<file path="src/rtl/keypad_scanner.sv">
// 4x4 matrix keypad scanner: walks an active-low column strobe, debounces the
// first low row it finds, and reports that key until it is released.
module keypad_scanner #(
  parameter int SCAN_DIV = 50000,
  parameter int DEBOUNCE = 8
) (
  input  logic       clock50MHz,
  input  logic       reset,
  input  logic [3:0] Rows,
  output logic [3:0] Cols,
  output logic [3:0] KeyCode,
  output logic       KeyValid,
  output logic       KeyHeld
);

  localparam int TW = $clog2(SCAN_DIV);
  localparam int DW = $clog2(DEBOUNCE + 1);
  localparam logic [TW-1:0] DIV_LAST = TW'(SCAN_DIV - 1);
  localparam logic [DW-1:0] DB_MAX   = DW'(DEBOUNCE);
  localparam logic [DW-1:0] DB_LAST  = DW'(DEBOUNCE - 1);

  localparam logic [1:0] ST_SCAN     = 2'd0;
  localparam logic [1:0] ST_DEBOUNCE = 2'd1;
  localparam logic [1:0] ST_HELD     = 2'd2;

  // Lowest-index low row wins when several rows share the driven column.
  function automatic logic [1:0] lowest_low(input logic [3:0] r);
    logic [1:0] idx;
    casez (r)
      4'b???0: idx = 2'd0;
      4'b??01: idx = 2'd1;
      4'b?011: idx = 2'd2;
      4'b0111: idx = 2'd3;
      default: idx = 2'd0;
    endcase
    return idx;
  endfunction

  logic [3:0]    sync1_r, rs_r;
  logic [TW-1:0] div_r;
  logic [1:0]    state_r, col_r, cand_row_r, cand_col_r;
  logic [DW-1:0] dcnt_r, rcnt_r;
  logic [3:0]    cols_r, code_r;
  logic          valid_r, held_r;

  logic          tick_s, cand_low_s;
  logic [1:0]    state_s, col_s, cand_row_s, cand_col_s;
  logic [DW-1:0] dcnt_s, rcnt_s;
  logic [3:0]    code_s;
  logic          valid_s, held_s;

  assign tick_s     = (div_r == DIV_LAST);
  assign cand_low_s = ~rs_r[cand_row_r];

  // Row synchronizer and scan-tick divider.
  always_ff @(posedge clock50MHz or negedge reset) begin
    if (!reset) begin
      sync1_r <= 4'b1111;
      rs_r    <= 4'b1111;
      div_r   <= '0;
    end else begin
      sync1_r <= Rows;
      rs_r    <= sync1_r;
      div_r   <= tick_s ? '0 : div_r + TW'(1);
    end
  end

  // Scan / debounce / held next-state logic; everything advances only on a tick.
  always_comb begin
    state_s    = state_r;
    col_s      = col_r;
    cand_row_s = cand_row_r;
    cand_col_s = cand_col_r;
    dcnt_s     = dcnt_r;
    rcnt_s     = rcnt_r;
    code_s     = code_r;
    valid_s    = 1'b0;
    held_s     = held_r;
    if (tick_s) begin
      case (state_r)
        ST_SCAN: begin
          if (rs_r != 4'b1111) begin
            cand_row_s = lowest_low(rs_r);
            cand_col_s = col_r;
            dcnt_s     = DW'(1);
            state_s    = ST_DEBOUNCE;
          end else begin
            col_s = col_r + 2'd1;
          end
        end
        ST_DEBOUNCE: begin
          if (!cand_low_s) begin
            col_s   = col_r + 2'd1;
            state_s = ST_SCAN;
          end else if (dcnt_r >= DB_LAST) begin
            dcnt_s  = DB_MAX;
            rcnt_s  = '0;
            code_s  = {cand_row_s, cand_col_s};
            valid_s = 1'b1;
            held_s  = 1'b1;
            state_s = ST_HELD;
          end else begin
            dcnt_s = dcnt_r + DW'(1);
          end
        end
        ST_HELD: begin
          if (cand_low_s) begin
            rcnt_s = '0;
          end else if (rcnt_r >= DB_LAST) begin
            rcnt_s  = DB_MAX;
            held_s  = 1'b0;
            col_s   = col_r + 2'd1;
            state_s = ST_SCAN;
          end else begin
            rcnt_s = rcnt_r + DW'(1);
          end
        end
        default: begin
          held_s  = 1'b0;
          state_s = ST_SCAN;
        end
      endcase
    end else begin
      state_s = state_r;
    end
  end

  // Scanner state and registered outputs.
  always_ff @(posedge clock50MHz or negedge reset) begin
    if (!reset) begin
      state_r    <= ST_SCAN;
      col_r      <= 2'd0;
      cand_row_r <= 2'd0;
      cand_col_r <= 2'd0;
      dcnt_r     <= '0;
      rcnt_r     <= '0;
      cols_r     <= 4'b1110;
      code_r     <= 4'd0;
      valid_r    <= 1'b0;
      held_r     <= 1'b0;
    end else begin
      state_r    <= state_s;
      col_r      <= col_s;
      cand_row_r <= cand_row_s;
      cand_col_r <= cand_col_s;
      dcnt_r     <= dcnt_s;
      rcnt_r     <= rcnt_s;
      cols_r     <= ~(4'b0001 << col_s);
      code_r     <= code_s;
      valid_r    <= valid_s;
      held_r     <= held_s;
    end
  end

  assign Cols     = cols_r;
  assign KeyCode  = code_r;
  assign KeyValid = valid_r;
  assign KeyHeld  = held_r;

endmodule

</file>
<file path="config.mk">
export PLATFORM = sky130hd
export DESIGN_NAME = keypad_scanner
export DESIGN_NICKNAME = d
export VERILOG_FILES = /design/src/rtl/keypad_scanner.sv
export SDC_FILE = /design/constraint.sdc
export NUM_CORES = 1
export LEC_CHECK = 0
export CAP_MARGIN = 20
export CORE_MARGIN = 2
export CORE_UTILIZATION = 40
export CTS_CLUSTER_DIAMETER = 60
export DETAILED_ROUTE_END_ITERATION = 12
export PLACE_DENSITY = 0.56
export SLEW_MARGIN = 20
export SYNTH_ARGS = -nofsm -noshare
export SYNTH_HDL_FRONTEND = slang
export SYNTH_SLANG_ARGS = --single-unit
export TNS_END_PERCENT = 5
</file>
<file path="constraint.sdc">
create_clock -name clock50MHz -period 3.6 [get_ports clock50MHz]
set_clock_uncertainty 0.15 [all_clocks]
set_input_delay 0.72 -clock clock50MHz [delete_from_list [all_inputs] [get_ports clock50MHz]]
set_output_delay 0.72 -clock clock50MHz [all_outputs]
set_load 0.01 [all_outputs]
</file>
# Word level (Yosys, flattened, before mapping)
# Cells that the tools add are included.
# Widths: inputs -> output; s select.
dict set report classes {
  addsub 4
  order_cmp 3
  eq_ne 13
  shifts 1
  n_mux 34
  bitwise 3
  n_reduce_logical 9
}
# operator n
set op_table {}
lappend op_table {{$mux 4} 7}
lappend op_table {{$mux 2} 10}
lappend op_table {{$pmux 2 s3} 3}
lappend op_table {{$add 16x1->16 const B} 1}
lappend op_table {{$eq 16x16->1 const B} 1}
lappend op_table {{$mux 16} 1}
lappend op_table {{$pmux 4 s2} 2}
lappend op_table {{$reduce_and 4->1} 3}
lappend op_table {{$ne 2x2->1 const B} 5}
lappend op_table {{$mux 1} 9}
lappend op_table {{$add 4x1->4 const B} 2}
lappend op_table {{$ge 4x3->1 const B} 2}
lappend op_table {{$reduce_and 6->1} 1}
lappend op_table {{$reduce_and 5->1} 1}
lappend op_table {{$eq 2x1->1 const B} 2}
lappend op_table {{$eq 4x3->1 const B} 1}
lappend op_table {{$ne 4x4->1 const B} 1}
lappend op_table {{$not 4->4} 1}
lappend op_table {{$reduce_bool 2->1} 2}
lappend op_table {{$shl 1x2->4 const A} 1}
lappend op_table {{$eq 3x2->1 const B} 1}
lappend op_table {{$lt 2x3->1 const B} 1}
lappend op_table {{$ne 3x3->1 const B} 1}
lappend op_table {{$pmux 1 s3} 1}
lappend op_table {{other kinds (6)} 7}
dict set report totals {
  register_bits 50
  inputBits 6
  output_inout_bits 10
  wordCells 80
}

# Longest topological paths before layout
dict set report logic_depth {
  depth_word 7
  mapped_depth 8
  depth_no_buf 6
}

# Worst setup path after synthesis
# OpenSTA, ideal clock, no wires.
dict set report synth_timing {
  path_type {register to register}
  start {register div_r[0]}
  end {register cand_col_r[1]}
  setup_time_ns 0.125
  arrival_time_ns 1.926
  setup_slack_ns 1.399
  stages_incl_launch_ff 8
  n_path_buf 2
  period_less_slack_ns 2.201
  path_cell_list {dfrtp_1 -> ha_1 -> and3_1 -> clkbuf_1 -> nand4_2 -> or4_1 -> buf_2 -> mux2_4}
}
dict set report synth_between {
  elab_chain_len 2
}
# element line
set synth_lines {}
lappend synth_lines {{from (decl)} 40} ;# logic [TW-1:0] div_r;
lappend synth_lines {{from (signal assigned)} 64} ;# div_r <= tick_s ? '0 : div_r + TW'(1);
lappend synth_lines {{$eq 16x16->1} 52} ;# assign tick_s = (div_r == DIV_LAST);
lappend synth_lines {{$reduce_and 3->1 (no line)} --}
lappend synth_lines {{to (signal assigned)} 145} ;# cand_col_r <= cand_col_s;
lappend synth_lines {{to (decl)} 41} ;# logic [1:0] state_r, col_r, cand_row_r, cand_col_r;
# Every way passes these cells.
# A chain may end at the register's enable or synchronous reset.

# Worst setup path in the final report
# Same ends and word-level chain as after synthesis.

==> summary by stage <==
Run status
The run finished with clean final reports.

Timing
The final-report hold violation count is 0. The slew at the pin closest to its max-slew limit is 0.6535 ns. Static timing analysis puts the maximum clock frequency at 0.4258 GHz. The max-slew violation count is 0. The worst path in the final design needs a cycle of 2.349 ns, including I/O delays and setup. Setup slack on the critical path of the routed design comes to 1.251 ns.

Setup repair after global routing left no endpoint under its margin. Setup violations remaining at the end of the flow were counted as 0. The final period utilization is 65.24%.

The worst slack on hold paths is 0.2105 ns. The headroom to the max-slew limit is 56.43%. The total negative setup slack is 0 ns.

Placed design
The half-perimeter wire length after detailed placement is 2827 µm. At the placement stage, the worst setup path has a slack of 1.263 ns. The placement-stage cell area is 0.002435 mm². During placement, the flow inserted port buffers numbering 15. Routability-driven placement finished with a final weighted congestion of 0.7650.

CTS
The number of buffers created by CTS is 5. In this run the number of H-tree levels came out at 2. The maximum root-to-sink buffer count is 2.

The number of hold buffers added after CTS is 0. The total clock sinks is 50. The TritonCTS clock tree is built. The clock-pin slew reported for the worst setup and hold paths after clock tree synthesis is 0.10 ns.

The latest clock arrival within the worst-skew pair is 0.30 ns. The buffer type at the clock tree root is clkbuf_8. After clock tree synthesis, the setup repair step added 0 buffers. The number of instances resized during post-cts repair is 0.

Synth
The Yosys step of the flow raised 0 warnings. By area the synthesized netlist is led by dfrtp_1 (44%), dfstp_2 (13%), xor2_1 (3.9%), a21oi_1 (3.1%), nand2_1 (2.9%). The synthesized area per cell is 11.56 µm². Of all cell types, the one taking the most synthesized area is dfrtp_1. The fraction of the yosys area taken by sequential cells is 56.70%. The total standard cell area after synthesis is 0.002231 mm².

The synthesized netlist net count is 202. The number of synthesized register bits is 50. The instance count of the mapped netlist is 193. The proportion of synthesized flip-flops having asynchronous set or reset is 100.0%.

The area share of the largest cell type after synthesis is 43.75%. For this run, the leading register cell type out of synthesis is dfrtp_1. The netlist uses 43 different library cells. Counting flops with a built-in enable in the synthesized netlist gives 0.

Setup path
The number of cells on the worst reg-to-reg path is 5. The type of element launching the critical path is a flop. Following the worst setup path forward leads to its endpoint at cand_col_r[1]$_DFFE_PN0P_. STA puts the critical path data required time at 3.64 ns. The critical path in this run is classified as flop to flop. In this run the critical register-to-register path is captured at cand_col_r[1]$_DFFE_PN0P_. The worst register-to-register path begins at div_r[0]$_DFF_PN0_. For the worst setup path, the data arrival time is 2.39 ns. The worst-case register-to-register setup slack is 1.25 ns. The maximum fanout encountered on the critical timing path is 7. Tracing the worst setup path back leads to its startpoint at div_r[0]$_DFF_PN0_. STA classifies the critical path endpoint as a flop.

Route
The first-iteration detailed-routing DRC count is 64. The final route contains 1505 vias. The wire length reported by the detailed router is 4083 µm. For this run, design rule violations remaining after detail routing come to 0. The first-pass iteration count of the detailed router is 4. The number of vias per cell is 5.356. The remaining antenna violation count after routing is 0.

The routed length per instance is 14.53 µm.

Run
The number of max-capacitance violations reported is 0.

Min path
The worst min-delay path class is flop to flop. The number of cells on the worst hold path is 0. In this run the most critical hold path is launched from sync1_r[3]$_DFF_PN1_.

Final layout
After the last flow step, the layout net total stands at 217. The repair_antennas step left the layout with diodes totalling 0. Of the cells placed in the final design, the portion with a size suffix greater than 1 is 17.22%. The final instance area is 0.002536 mm². The area growth from synthesis to layout is 13.68%.

Floorplanning
The height of the die is 78.68 µm. The initial utilization of the core area, before any placement, comes to 41.02%. 16 I/O pins were placed. The core outline area is 0.005439 mm². The width of the die is 78.68 µm. The die outline area is 0.006191 mm².

The number of standard-cell rows in the floorplan is 27.

Global route
The number of antenna violations at the first check in global routing is 0. Entering global routing, the biggest net connects 51 pins. Across every metal layer, demand over resource in global routing totals 14.73%. The via count of the first global-routing pass is 1547.

Global routing finished with a remaining overflow of 0. The first global-routing pass estimated 7245 µm of wire.

Pwr
The leakage power is 1.123 nW. In this run the power spent charging and discharging nets is 0.0002063 W. The clock network power share is 37.0%. The sequential power share is 60.8%. The cell internal power dissipation is 0.0007345 W. The peak supply drop is 0.2509 mV. The cell area power density is 371.0 mW/mm². The switching share of total power is 21.93%.

In this run, the combinational gates consume 2.2% of the power.
through the flow:
stage / util (%) / total power, W / cells
after floorplan: - / 0.0005869 / 193
after global placement: 44.77 / 0.0006028 / 273
after global routing: 46.63 / 0.0009814 / 281
after CTS: 46.58 / 0.0009530 / 281
final: 46.63 / 0.0009409 / 281
after detailed placement: 44.77 / 0.0006039 / 273
Yosys cell counts, types with 2 or more instances:
master and count:
dfstp_2 11, nand2_1 17, a21oi_1 14, nand4_1 2, nor2_1 17, nand3_1 7, nand2b_1 4, xnor2_1 6
a21o_1 3, o21a_1 2, nand4_2 2, nor2b_1 3, dfrtp_1 39, xor2_1 10, clkbuf_1 4, and4bb_2 3
ha_1 3, and3_1 4, o21ai_0 6, and2_1 2, inv_1 5, mux2_2 5, and4_1 4
area by class of cell:
class,instances,area (µm²)
Sequential cell,50,1265
Tap cell,72,90.09
Inverter,5,18.77
Clock buffer,6,82.58
Clock inverter,2,16.27
Fill cell,502,2903
Timing Repair Buffer,15,147.6
Multi-Input combinational cell,131,915.9
logic make-up after synthesis:
| group | count (synthesis) | synth area share [%] |
|---|---|---|
| and+or+nand+nor | 71 | 19.35 |
| DFF | 50 | 56.70 |
| buffers and inverters | 12 | 2.243 |
| AOI/OAI and AO/OA | 33 | 9.087 |
| muxes | 8 | 4.655 |
| xor gates and xnor gates | 16 | 6.281 |
| adders and majority gates | 3 | 1.683 |
placed cells by master (no fill, tap or decap), drive strengths merged, types with 2 or more instances in the layout:
master / synthesis / routed
o21a: 2 / 2
xnor2: 6 / 6
clkdlybuf4s50: 0 / 14
and4bb: 3 / 3
mux2: 6 / 6
o21ai: 6 / 6
nand2: 17 / 17
and2: 2 / 2
ha: 3 / 3
dfrtp: 39 / 39
dfstp: 11 / 11
nand2b: 4 / 4
inv: 5 / 6
a21oi: 14 / 14
nand3: 7 / 7
clkbuf: 4 / 6
and4: 4 / 4
nor2: 17 / 17
nor2b: 3 / 3
and3: 4 / 4
nand4: 4 / 4
a21o: 3 / 3
xor2: 10 / 10
layer usage:
metal,wire [µm],track usage [%]
met5,0,0
met4,52,5.088
met3,141,3.678
met2,2084,25.21
met1,1804,18.08
power by group through the flow:
stage	sequential (W)	combinational, W	clock [W]
3_3_place_gp	0.000583	0.0000202	0
4_1_cts	0.000572	0.0000210	0.000360
6_report	0.000572	0.0000202	0.000348
3_5_place_dp	0.000583	0.0000210	0
5_1_grt	0.000573	0.0000233	0.000385
2_1_floorplan	0.000582	0.00000493	0
worst min-delay path by stage:
stage | endpoint | slack, ns
after global routing | rs_r[2]$_DFF_PN1_ | 0.22
after global placement | rs_r[0]$_DFF_PN1_ | 0.20
after floorplan | rs_r[0]$_DFF_PN1_ | 0.20
after detailed placement | rs_r[3]$_DFF_PN1_ | 0.20
after CTS | rs_r[3]$_DFF_PN1_ | 0.21
final | rs_r[3]$_DFF_PN1_ | 0.21
flip-flops by register name (all words and copies together) (netlist names), 4 cells and up:
register and flops:
Cols 4, KeyCode 4, dcnt_r 4, div_r 16
rcnt_r 4, rs_r 4, sync1_r 4
critical path: stages, from the launching register on:
cell	delay, ns
dfrtp_1	0.39
ha_1	0.19
and3_1	0.34
nand4_2	0.24
or4_1	0.58
mux2_4	0.34
Note: power is estimated with default switching activity, not from simulation.
